[config.mk]
export PLATFORM = sky130hd
export DESIGN_NAME = ospfb_frame_sched
export DESIGN_NICKNAME = d
export VERILOG_FILES = /design/src/rtl/ospfb_frame_sched.sv
export SDC_FILE = /design/constraint.sdc
export NUM_CORES = 1
export LEC_CHECK = 0
export ABC_CLOCK_PERIOD_IN_PS = 2300
export BUFFER_PORTS_ARGS = -buffer_cell sky130_fd_sc_hd__buf_2
export CORE_AREA = 5 5 42 44
export DETAILED_ROUTE_END_ITERATION = 8
export DIE_AREA = 0 0 47 49
export GPL_TIMING_DRIVEN = 0
export PLACE_DENSITY = 0.79
export SLEW_MARGIN = 20
export SYNTH_ARGS = -nofsm -noshare
export SYNTH_HDL_FRONTEND = slang
export SYNTH_SLANG_ARGS = --single-unit
[constraint.sdc]
create_clock -name clk -period 2.3 [get_ports clk]
set_clock_uncertainty 0.05 [all_clocks]
set_input_delay 0.46 -clock clk [delete_from_list [all_inputs] [get_ports clk]]
set_output_delay 0.46 -clock clk [all_outputs]
set_load 0.005 [all_outputs]
[src/rtl/ospfb_frame_sched.sv]
// ospfb_frame_sched: frame scheduler for an oversampled polyphase filter bank
// Each frame takes DEC_FAC new samples from the upstream FIFO (LOAD) and then
// advances the datapath for FFT_LEN-DEC_FAC cycles with no input (SHIFT).
// Ports: clk, rstn (async active-low); en run enable; fifo_level, fifo_tvalid,
//   fifo_tready upstream FIFO side; ospfb_ce, slot, frame_start datapath
//   control; underflow first-stall pulse; busy (not IDLE).
// Define OSPFB_SCHED_STATS_EN to add saturating frame_count/underflow_count.
module ospfb_frame_sched #(
  parameter int FFT_LEN = 64,
  parameter int DEC_FAC = 48,
  parameter int LVL_WID = $clog2(FFT_LEN) + 1,
  parameter int CNT_WID = 32
) (
  input  logic                       clk,
  input  logic                       rstn,
  input  logic                       en,
  input  logic [LVL_WID-1:0]         fifo_level,
  input  logic                       fifo_tvalid,
  output logic                       fifo_tready,
  output logic                       ospfb_ce,
  output logic [$clog2(FFT_LEN)-1:0] slot,
  output logic                       frame_start,
  output logic                       underflow,
  output logic                       busy
`ifdef OSPFB_SCHED_STATS_EN
  ,
  output logic [CNT_WID-1:0]         frame_count,
  output logic [CNT_WID-1:0]         underflow_count
`endif
);
  localparam int SW = $clog2(FFT_LEN);
  typedef enum logic [1:0] {IDLE, WAIT_LVL, LOAD, SHIFT} state_t;
  state_t state_q, state_d;
  logic [SW-1:0] slot_q, slot_d;
  logic stall_q, stall_d, tready_q, fs_q;
  logic lvl_ok, last_ld, last_sh;
  assign lvl_ok  = fifo_level >= LVL_WID'(DEC_FAC);
  assign last_ld = slot_q == SW'(DEC_FAC - 1);
  assign last_sh = slot_q == SW'(FFT_LEN - 1);
  // stall_q remembers a stall in the current LOAD so underflow fires once per frame
  always_comb begin
    state_d   = state_q;
    slot_d    = slot_q;
    stall_d   = 1'b0;
    ospfb_ce  = 1'b0;
    underflow = 1'b0;
    case (state_q)
      IDLE:     state_d = en ? WAIT_LVL : IDLE;
      WAIT_LVL: state_d = !en ? IDLE : lvl_ok ? LOAD : WAIT_LVL;
      LOAD: begin
        ospfb_ce  = fifo_tvalid;
        underflow = !fifo_tvalid && !stall_q;
        stall_d   = stall_q || !fifo_tvalid;
        slot_d    = fifo_tvalid ? slot_q + 1'b1 : slot_q;
        state_d   = fifo_tvalid && last_ld ? SHIFT : LOAD;
      end
      default: begin
        ospfb_ce = 1'b1;
        slot_d   = last_sh ? '0 : slot_q + 1'b1;
        state_d  = !last_sh ? SHIFT : !en ? IDLE : lvl_ok ? LOAD : WAIT_LVL;
      end
    endcase
  end
  always_ff @(posedge clk or negedge rstn) begin
    if (!rstn) begin
      state_q  <= IDLE;
      slot_q   <= '0;
      stall_q  <= 1'b0;
      tready_q <= 1'b0;
      fs_q     <= 1'b0;
    end else begin
      state_q  <= state_d;
      slot_q   <= slot_d;
      stall_q  <= stall_d;
      tready_q <= state_d == LOAD;
      fs_q     <= state_d == LOAD && state_q != LOAD;
    end
  end
  assign fifo_tready = tready_q;
  assign frame_start = fs_q;
  assign slot        = slot_q;
  assign busy        = state_q != IDLE;
`ifdef OSPFB_SCHED_STATS_EN
  logic [CNT_WID-1:0] fc_q, uc_q;
  always_ff @(posedge clk or negedge rstn) begin
    if (!rstn) begin
      fc_q <= '0;
      uc_q <= '0;
    end else begin
      if (fs_q && !(&fc_q)) fc_q <= fc_q + 1'b1;
      if (underflow && !(&uc_q)) uc_q <= uc_q + 1'b1;
    end
  end
  assign frame_count     = fc_q;
  assign underflow_count = uc_q;
`endif
endmodule

# After elaboration in Yosys (flattened, before gate mapping)
# Cells that the tools add are included.
# word_totals
elab_cells	37
out_inout_bits	11
in_bits	11
reg_bits	11
# op_classes
bitwise_logic	1
n_lt_le_gt_ge	1
n_addsub	1
n_reduce_logical	10
n_eq_ne	7
muxes	12
# op_table
operator	count
6-bit equality test (second input constant)	2
6-bit two-way mux	2
6-bit case mux with 2 select lines	1
7-bit by 6-bit >= comparator with 1-bit output (second input constant)	1
6-bit by 1-bit adder with 6-bit output (second input constant)	1
2-bit two-way mux	3
2-bit case mux with 3 select lines	1
2-bit equality test (second input constant)	2
1-bit two-way mux	4
2-bit != test (second input constant)	2
1-bit logical AND	3
2-bit by 1-bit equality test with 1-bit output (second input constant)	1
1-bit logical NOT	2
2-bit logical NOT	1
1-bit case mux with 2 select lines	1
2-bit AND reduction	1
2-bit nonzero test	1
2-bit OR reduction	1
1-bit logical OR	1
1-bit inverter	1

# Depth between registers and ports, before layout
# Gate-level depths: netlist of run 1.
# depth
ltp_word	7
ltp_mapped	6
mapped_depth_nobuf	5

# Worst setup path before layout of run 1
# OpenSTA, ideal clock, no wires.
# synth_timing
path_kind	reg-to-reg
startpoint	register slot_q[0], in the netlist slot[0]
endpoint	register tready_q, in the netlist fifo_tready
stages_incl_launch_ff	6
slack_ps	891
synth_period_minus_slack_ps	1409
arrival_ps	1281
path_buffers	0
setup_time_ps	78
required_time_ps	2172
cell_sequence	dfrtp_1 -> ha_1 -> nand4_2 -> or2_4 -> a21oi_4 -> o21bai_1
# synth_between
elab_chain_cells	5
elab_cells_between_ends	7
classes_between	eq/ne (3); mux (3); reduce/logical (1)
# synth_rtl
element	line	rtl
from (decl)	34	logic [SW-1:0] slot_q, slot_d;
from (signal assigned)	73	slot_q <= slot_d;
6-bit equality test	38	assign last_ld = slot_q == SW'(DEC_FAC - 1);
1-bit logical AND	55	state_d = fifo_tvalid && last_ld ? SHIFT : LOAD;
1-bit two-way mux	55	
2-bit case mux with 3 select lines *	47	case (state_q)
2-bit equality test *	75	tready_q <= state_d == LOAD;
to (signal assigned)	69	tready_q <= 1'b0;
to (signal assigned)	75	
to (decl)	35	logic stall_q, stall_d, tready_q, fs_q;
# Every way passes the cells marked *; elsewhere a longest branch is shown, timed or not.
# A chain may end at the register's enable or synchronous reset.

# Worst setup path after layout of run 1
# layout_timing
startpoint	register state_q[0]
endpoint	output underflow
# layout_between
elab_chain_cells	2
# layout_rtl
element	line	rtl
from (decl)	33	state_t state_q, state_d;
from (signal assigned)	72	state_q <= state_d;
2-bit equality test	47	
1-bit two-way mux	47	
to (decl)	23	output logic underflow,
# No other way between the ends.

==> results of run 1 <==
==> worst paths after layout <==
path / start / to / slack (ns) / depth (start not counted)
max in group asynchronous: rstn / slot[1] / 2.01 / 1
min reg2reg: stall_q / stall_q / 0.47 / 2
max reg2reg: slot[0] / fifo_tready / 0.78 / 5
min in group clk: fifo_tvalid / stall_q / 0.35 / 2
min: rstn / fifo_tready / -0.005 / 1
max: state_q[0] / underflow / 0.59 / 3
==> placed cells by master, fill, tap and decap left out, types with 2 or more instances in the layout <==
master and instances:
buf_2 17, dfrtp_1 11, nand2_1 7, a21oi_1 4, nand4_1 3, clkbuf_4 3, buf_4 2, nor2_1 2
nor3_1 2, xnor2_1 2, xor2_1 2
==> worst max-delay path, cell delays in order (launching register included) <==
cell and delay (ns):
dfrtp_1 0.43, nand2b_1 0.22, nor3_1 0.15, buf_2 0.14
==> logic make-up (layout without fill, tap and decap cells) <==
logic type               count (synthesis)  after routing  synth area share [%]
AND/OR/NAND/NOR                         21             21                  22.1
flip-flops                              11             11                  50.1
AO/OA/AOI/OAI                            9              9                  11.8
XOR/XNOR                                 4              4                  6.38
buffers and inverters                    3             24                  3.42
multiplexers                             2              2                  3.87
adder cells (fa/ha/maj)                  1              1                  2.28
==> routing by layer <==
| metal | vias to the layer above | part of all wire, % | wire length [um] | GRT usage (%) |
|---|---|---|---|---|
| met3 | 6 | 5.7 | 66 | 2.21 |
| li1 | 217 | - | - | - |
| met4 | 0 | 3.4 | 40 | 7.37 |
| met1 | 211 | 44 | 515 | 15.9 |
| met2 | 17 | 47 | 544 | 17.4 |
| met5 | - | 0 | 0 | 0 |
==> metrics by stage <==
step                      hold WS [ns]  setup slack (ns)
after global routing          0.000396             0.459
after floorplan                  0.114             0.891
final                         -0.00508             0.591
after CTS                      0.00255             0.590
after global placement           0.287             0.777
after detailed placement         0.290             0.771
==> state kept, by name, indices dropped and copies added (netlist names) <==
name         cells
slot             6
state_q          2
fifo_tready      1
frame_start      1
stall_q          1
==> area by class of cell <==
class                   count  share of cell area [%]
plain buffers               2                    2.21
clock buffers               4                    3.86
inverters                   1                   0.551
multi-input cells          37                    37.5
flip-flops and latches     11                    40.4
well taps                  16                    2.94
repair buffers             17                    12.5
==> report_power, final <==
part | switching, mW | leakage (nW) | total, mW | internal [mW]
sequential | 0.0998 | 0.129 | 0.378 | 0.278
clock | 0.0650 | 0.0150 | 0.132 | 0.0672
combinational | 0.148 | 0.184 | 0.320 | 0.172
==> reports/metrics.yaml, run 1 <==
layout:
  ff_latch_area_um2: 275
  layout-drive-gt1-share_pct: 40.3
  fillCellCount: 139
  final_area_um2: 681
  fin_nets: 85
  multi_input_area_um2: 255
  fin_util_pct: 48.6
  layout.cells.non_filler: 88
  num_antenna_cells: 0
  area_growth_pct: 23.9
floorplan:
  die_area_um2: 2300
  die_w_um: 47
  row_count: 14
  core_area_um2: 1400
  dieHeight_um: 49
  start_util_pct: 39.2
  pin_count: 22
pwr:
  power.total_uw: 830
  irDropWorstVdd_v: 0.000564
  p_leak_nw: 0.328
  p_per_area_nw_per_um2: 1220
clocking:
  cts_setup_buffers: 0
  root_buffer: "clkbuf_4"
  path_clk_slew_ns: 0.07
  cts.path.max_buffers: 2
  cts_tree: "done"
  clkSinkCount: 11
  htree_num_levels: 1
  hold_buffers: 0
  cts_made_buffers: 3
  worstSkewPairLatency_ns: 0.27
  ctsResizeCount: 0
routing:
  via_per_inst: 5.13
  wl_per_cell_um: 13.3
  vias: 451
  drt-total-wl_um: 1170
  drc: 0
  drtIter0Drc: 5
  detail-route-antenna-nets: 0
  firstDrtPassIters: 4
global_routing:
  grt_antenna_before_repair: 0
  grt_pass1_wl_um: 2010
  grt_max_degree: 12
  grt_pass1_vias: 466
  grt.total_usage_pct: 12.0
  grt_overflow: 0
sta:
  grt_setup_unrepaired: "false"
  max_slew_margin_pct: 83.7
  holdWs_ns: -0.00508
  fin_setup_tns_ns: 0
  finalSetupViolations: 0
  fin_crit_sh_pct: 74.3
  maxSlewViolCount: 0
  worstMarginPinSlew_ns: 0.245
  fmax_mhz: 585
  min_period_ns: 1.71
  finalHoldViolations: 11
placed_design:
  dpl.hpwl_um: 844
  place.port_buffers: 17
  placed_cells: 84
  gp_congestion: 0.737
  postPlaceCellArea_um2: 654
synthesis:
  synth_top_area_share_pct: 50.1
  syn_nets: 63
  synthCells: 51
  ys_seq_area_share_pct: 50.1
  synth-main-ff-cell: "dfrtp_1"
  ys_warn_count: 0
  async_reset_ff_share_pct: 100
  synth_edf_count: 0
  ys_ff_latch: 11
  yosysTopAreaCell: "dfrtp_1"
  synthDistinctLibCells: 25
  synth_commonest_cells: "dfrtp_1, nand2_1, a21oi_1"
  yosysMostFrequentCell: "dfrtp_1"
  synthTopCellsByArea: "dfrtp_1, nand2_1, a21oi_1, nand4_1, xnor2_1"
  avgSynthCellArea_um2: 10.8
  syn_area_um2: 549
min_path:
  hold_path.class: "primary input to async pin"
worst_setup_path:
  worstPathRequired_ns: 1.79
  worstSetupPathType: "flop to output port"
  critPathLaunchType: "flop"
  worstPathArrival_ns: 1.20
  path_max_fanout: 6
  critPathCaptureType: "output port"
status:
  status: "finished, violations left"
  violations: "negative hold slack"
job:
  cap_violations: 0
No activity file was read; power rests on OpenSTA's default activity.
==> inputs of run 2 (changes only) <==
- ABC_CLOCK_PERIOD_IN_PS: 2300 -> 1600
- clock period: 2.3 -> 1.6 ns (I/O delays scaled with it)
==> run 2 against run 1 <==
  * The run now ends clean
  * Critical path depth stayed put
  * Sequential power is 44% higher
  * Routed wire length is 4.3% higher
  * Combinational power is 60% higher
  * Sequential share of layout area is 1.6 points lower
  * Register-to-register slack worse by 0.65 ns
  * Via count is 1.6% higher
  * Die area stayed put
  * Global-route usage is 0.071 points higher
  * Clock power is 44% higher
  * Total power is 50% higher
  * First-iteration DRC count is 80% higher
==> reports/metrics.yaml, run 2 (synthesis results as in run 1) <==
worst_setup_path:
  r2r_cells: 5  # unchanged
  worstPathArrival_ns: 1.18  # -0.02 ns
  critPathLaunchType: "flop"
  path_max_fanout: 8  # +2
  worstPathRequired_ns: 1.23  # -0.56 ns
  critPathCaptureType: "output port"
  r2r_start: "slot[0]"
  worstSetupPathType: "flop to output port"
  r2r-end: "fifo_tready"
  reg2reg_slack_ns: 0.13  # -0.65 ns
routing:
  drc: 0  # unchanged
  drtIter0Drc: 9  # +4
  detail-route-antenna-nets: 0  # unchanged
  drt-total-wl_um: 1220  # +4.3%
  wl_per_cell_um: 13.5  # +2.0%
  via_per_inst: 5.09  # -0.70%
  vias: 458  # +1.6%
  firstDrtPassIters: 3  # -1
sta:
  finalSetupViolations: 0  # unchanged
  holdWs_ns: 0.222  # +0.227 ns
  fin_crit_sh_pct: 96.7
  fin_setup_tns_ns: 0  # unchanged
  maxSlewViolCount: 0  # unchanged
  worstMarginPinSlew_ns: 0.250  # +0.00574 ns
  min_period_ns: 1.55
  fmax_mhz: 646
  max_slew_margin_pct: 83.3  # -0.38 points
  finalHoldViolations: 0  # -11
placed_design:
  gp_congestion: 0.737  # unchanged
  dpl.hpwl_um: 844  # unchanged
  place.port_buffers: 17  # unchanged
  postPlaceCellArea_um2: 654  # unchanged
clocking:
  cts_made_buffers: 3  # unchanged
  root_buffer: "clkbuf_4"
  clkSinkCount: 11  # unchanged
  cts.path.max_buffers: 2  # unchanged
  htree_num_levels: 1  # unchanged
  cts_tree: "done"
  path_clk_slew_ns: 0.07  # about the same
  worstSkewPairLatency_ns: 0.27  # about the same
floorplan:
  die_area_um2: 2300  # unchanged
  core_area_um2: 1400  # unchanged
  pin_count: 22  # unchanged
  die_w_um: 47  # unchanged
  dieHeight_um: 49  # unchanged
  start_util_pct: 39.2  # unchanged
  row_count: 14  # unchanged
layout:
  final_common_cell: "buf_2"
  fin_nets: 87  # +2.4%
  num_antenna_cells: 0  # unchanged
  final_area_um2: 714  # +5.0%
  fillCellCount: 139  # unchanged
  largest_reg_flops: 6  # unchanged
  layout-drive-gt1-share_pct: 47.3  # +7.0 points
  area_growth_pct: 30.1
  mostFrequentLayoutCells: "buf_2, dfrtp_1, nand2_1"
  fin_util_pct: 51.0  # +2.4 points
job:
  cap_violations: 0  # unchanged
min_path:
  holdPathEnd: "stall_q"
  hold_path.class: "primary input to flop"
  hold_depth: 2
  holdCritStartpoint: "fifo_tvalid"
global_routing:
  grt_antenna_before_repair: 0  # unchanged
  grt_overflow: 0  # unchanged
  grt_max_degree: 12  # unchanged
  grt_pass1_vias: 469  # +0.64%
  grt_pass1_wl_um: 2030  # +0.70%
  grt.total_usage_pct: 12.1  # +0.071 points
status:
  status: "completed"
pwr:
  p_per_area_nw_per_um2: 1740  # +43%
  power.total_mw: 1.25  # +50%
  irDropWorstVdd_v: 0.000724  # +28%
  p_leak_nw: 0.336  # +2.3%
==> run 2: how the worst max path moves through the flow <==
stage                     startpoint          end  slack, ns  cells past startpoint
final                     state_q[0]     ospfb_ce       0.05                      3
after global routing         slot[0]   state_q[0]     -0.007                      5
after CTS                 state_q[0]    underflow       0.03                      3
after detailed placement     slot[0]  fifo_tready       0.08                      5
after global placement       slot[0]  fifo_tready       0.14                      5
after floorplan              slot[0]  fifo_tready       0.19                      5
==> run 2: power breakdown <==
group	internal, mW	switching, mW
registers	0.405	0.140
logic	0.279	0.233
clock network	0.0966	0.0933
total	0.780	0.466
==> run 2: cell type report <==
type	count	area, um^2	share of cell area, %
Clock buffer	4	26.3	3.68
Multi-Input combinational cell	37	265	37.1
Inverter	1	3.75	0.525
Sequential cell	11	278	38.9
Buffer	2	18.8	2.63
Timing Repair Buffer	19	103	14.4
Tap cell	16	20.0	2.80
==> run 2: through the flow <==
step | std cells | setup slack [ns]
finish | 90 | 0.0521
CTS | 89 | 0.0301
detailed placement | 84 | 0.0841
global route | 90 | -0.00652
floorplan | 51 | 0.191
global placement | 84 | 0.138
==> run 2: what timing repair did <==
| item | in CTS | in global routing |
|---|---|---|
| setup buffers | 0 | 1 |
| hold endpoints to repair | 11 | 0 |
| hold buffers | 1 | 0 |
| setup endpoints to repair | 0 | 5 |
| gates resized for setup | 0 | 6 |
==> run 2: worst max-delay path, cell delays in order, from the launching register on <==
cell and delay (ns):
dfrtp_2 0.44, o21a_1 0.19, buf_4 0.15, buf_2 0.12
==> run 2: metal layers <==
layer | track usage [%] | vias up | wire [um]
met5 | 0 | - | 0
met3 | 2.21 | 5 | 63
met4 | 7.37 | 0 | 29
li1 | - | 223 | -
met2 | 17.4 | 13 | 602
met1 | 16.1 | 217 | 521
==> inputs of run 3 (changes only) <==
- BUFFER_PORTS_ARGS: -buffer_cell sky130_fd_sc_hd__buf_2 -> not set
- CORE_AREA: 5 5 42 44 -> not set
- CORE_MARGIN: not set -> 5
- CORE_UTILIZATION: not set -> 40
- DIE_AREA: 0 0 47 49 -> not set
- DONT_BUFFER_PORTS: not set -> 1
- PLACE_DENSITY: 0.79 -> 0.63
- SKIP_LAST_GASP: not set -> 1
==> run 3 against run 2 <==
  * Worst setup slack better by 0.055 ns
  * Critical path depth increased by 2
  * Flip-flop and latch count is the same
  * Via count shrank 16%
  * Global-route usage down 0.70 points
  * Combinational power decreased by 33%
  * Clock-buffer cell count stayed put
  * Maximum frequency up 3.7%
  * First-iteration DRC count down 33%
  * Clock power about the same
==> reports/metrics.yaml, run 3 (synthesis results as in run 1) <==
status:
  status: "completed"
worst_setup_path:
  worstSetupPathType: "flop to flop"
  worstPathArrival_ns: 1.64  # +0.46 ns
  path_max_fanout: 5  # -3
  worstPathRequired_ns: 1.74  # +0.51 ns
  critPathLaunchType: "flop"
  critPathCaptureType: "flop"
routing:
  wl_per_cell_um: 14.2  # +5.4%
  vias: 383  # -16%
  drc: 0  # unchanged
  drt-total-wl_um: 1010  # -17%
  drtIter0Drc: 6  # -3
  via_per_inst: 5.39  # +6.0%
  firstDrtPassIters: 2  # -1
  detail-route-antenna-nets: 0  # unchanged
clocking:
  worstSkewPairLatency_ns: 0.26  # about the same
  path_clk_slew_ns: 0.07  # about the same
  htree_num_levels: 1  # unchanged
  cts_tree: "done"
  root_buffer: "clkbuf_4"
  cts.path.max_buffers: 2  # unchanged
  cts_made_buffers: 3  # unchanged
  clkSinkCount: 11  # unchanged
  cts_setup_buffers: 0  # unchanged
pwr:
  p_leak_nw: 0.262  # -22%
  power_switching_uw: 419  # -10%
  p_sw_share_pct: 38.2  # +0.82 points
  power_frac_clock_pct: 17.2  # +2.0 points
  p_int_uw: 677  # -13%
  p_per_area_nw_per_um2: 1810  # +3.5%
  p_comb_share_pct: 31.4  # -9.7 points
  irDropWorstVdd_v: 0.000842  # +16%
  seq_power_share_pct: 51.4  # +7.7 points
floorplan:
  dieHeight_um: 47.1  # -4.0%
  row_count: 13  # -1
  core_area_um2: 1300  # -7.1%
  pin_count: 22  # unchanged
  die_area_um2: 2210  # -3.9%
  die_w_um: 47.1  # +0.12%
  start_util_pct: 42.2  # +3.0 points
sta:
  fin_crit_sh_pct: 93.3  # -3.4 points
  fin_setup_tns_ns: 0  # unchanged
  finalHoldViolations: 0  # unchanged
  fmax_mhz: 670  # +3.7%
  min_period_ns: 1.49  # -0.0551 ns
  grt_setup_unrepaired: "false"
  finalSetupViolations: 0  # unchanged
  maxSlewViolCount: 0  # unchanged
  max_slew_margin_pct: 66.0  # -17 points
  worstMarginPinSlew_ns: 0.509  # +0.258 ns
layout:
  final_common_cell: "dfrtp_1"
  largest_reg_flops: 6  # unchanged
  fin_util_pct: 46.6  # -4.3 points
  layout-drive-gt1-share_pct: 25.0  # -22 points
  mostFrequentLayoutCells: "dfrtp_1, nand2_1, a21oi_1"
  fin_nets: 69  # -21%
  layout.cells.non_filler: 71  # -21%
  area_growth_pct: 10.5
  num_antenna_cells: 0  # unchanged
global_routing:
  grt_antenna_before_repair: 0  # unchanged
  grt_pass1_vias: 407  # -13%
  grt_overflow: 0  # unchanged
  grt_max_degree: 12  # unchanged
  grt.total_usage_pct: 11.4  # -0.70 points
  grt_pass1_wl_um: 1730  # -15%
placed_design:
  dpl.hpwl_um: 771  # -8.6%
  gp_congestion: 0.742  # +0.73%
  place.port_buffers: 0  # -17
  placed_cells: 66  # -21%
min_path:
  hold_path.class: "primary input to flop"
job:
  cap_violations: 0  # unchanged
==> run 3: final timing paths <==
kind	from	endpoint	slack [ns]	depth (start not counted)
hold / removal	fifo_tvalid	stall_q	0.08	1
setup reg to reg	slot[0]	fifo_tready	0.11	5
setup / recovery	slot[0]	fifo_tready	0.11	5
max in group asynchronous	rstn	slot[1]	0.72	1
min in group asynchronous	rstn	slot[5]	0.41	1
hold reg to reg	stall_q	stall_q	0.47	2
==> run 3: power groups by stage <==
stage / Combinational, mW / Sequential (mW) / Clock [mW]
after floorplan: 0.294 / 0.530 / 0
after global placement: 0.327 / 0.566 / 0
after detailed placement: 0.340 / 0.567 / 0
after CTS: 0.350 / 0.560 / 0.194
after global routing: 0.397 / 0.587 / 0.209
final: 0.344 / 0.563 / 0.189
==> run 3: what timing repair did <==
| action | CTS | global route |
|---|---|---|
| hold buffers | 1 | 0 |
| endpoints found under the hold margin | 11 | 0 |
| resized for setup | 0 | 2 |
| endpoints found under the setup margin | 0 | 2 |
==> run 3: layer usage <==
layer  wire length [um]  vias to the layer above  part of all wire (%)  global-route usage (%)
li1                   -                      188                     -                       -
met1                420                      180                    42                    13.8
met2                482                       13                    48                    17.6
met3                 99                        2                   9.8                    4.98
met4                  9                        0                  0.89                    4.97
met5                  0                        -                     0                       0
==> run 3: stage by stage <==
step	power, mW	cell area, um^2	hold slack, ns	setup slack (ns)
2_1_floorplan	0.824	549	-0.0256	0.191
3_3_place_gp	0.893	568	-0.0253	0.0833
3_5_place_dp	0.907	568	-0.0254	0.0641
4_1_cts	1.10	604	0.0793	0.0491
5_1_grt	1.19	607	0.0832	0.0170
6_report	1.10	607	0.0824	0.107
==> run 3: layout make-up <==
| class | count | area, um^2 |
|---|---|---|
| Buffer | 2 | 15.0 |
| Fill cell | 134 | 694 |
| Inverter | 1 | 3.75 |
| Sequential cell | 11 | 278 |
| Clock buffer | 4 | 26.3 |
| Timing Repair Buffer | 1 | 10.0 |
| Multi-Input combinational cell | 37 | 255 |
| Tap cell | 15 | 18.8 |
==> run 3: worst max-delay path, stage by stage, from the launching register on <==
cell and delay (ns):
dfrtp_2 0.41, ha_1 0.21, nand4_2 0.15, or2_4 0.32
a21oi_4 0.15, o21bai_1 0.12
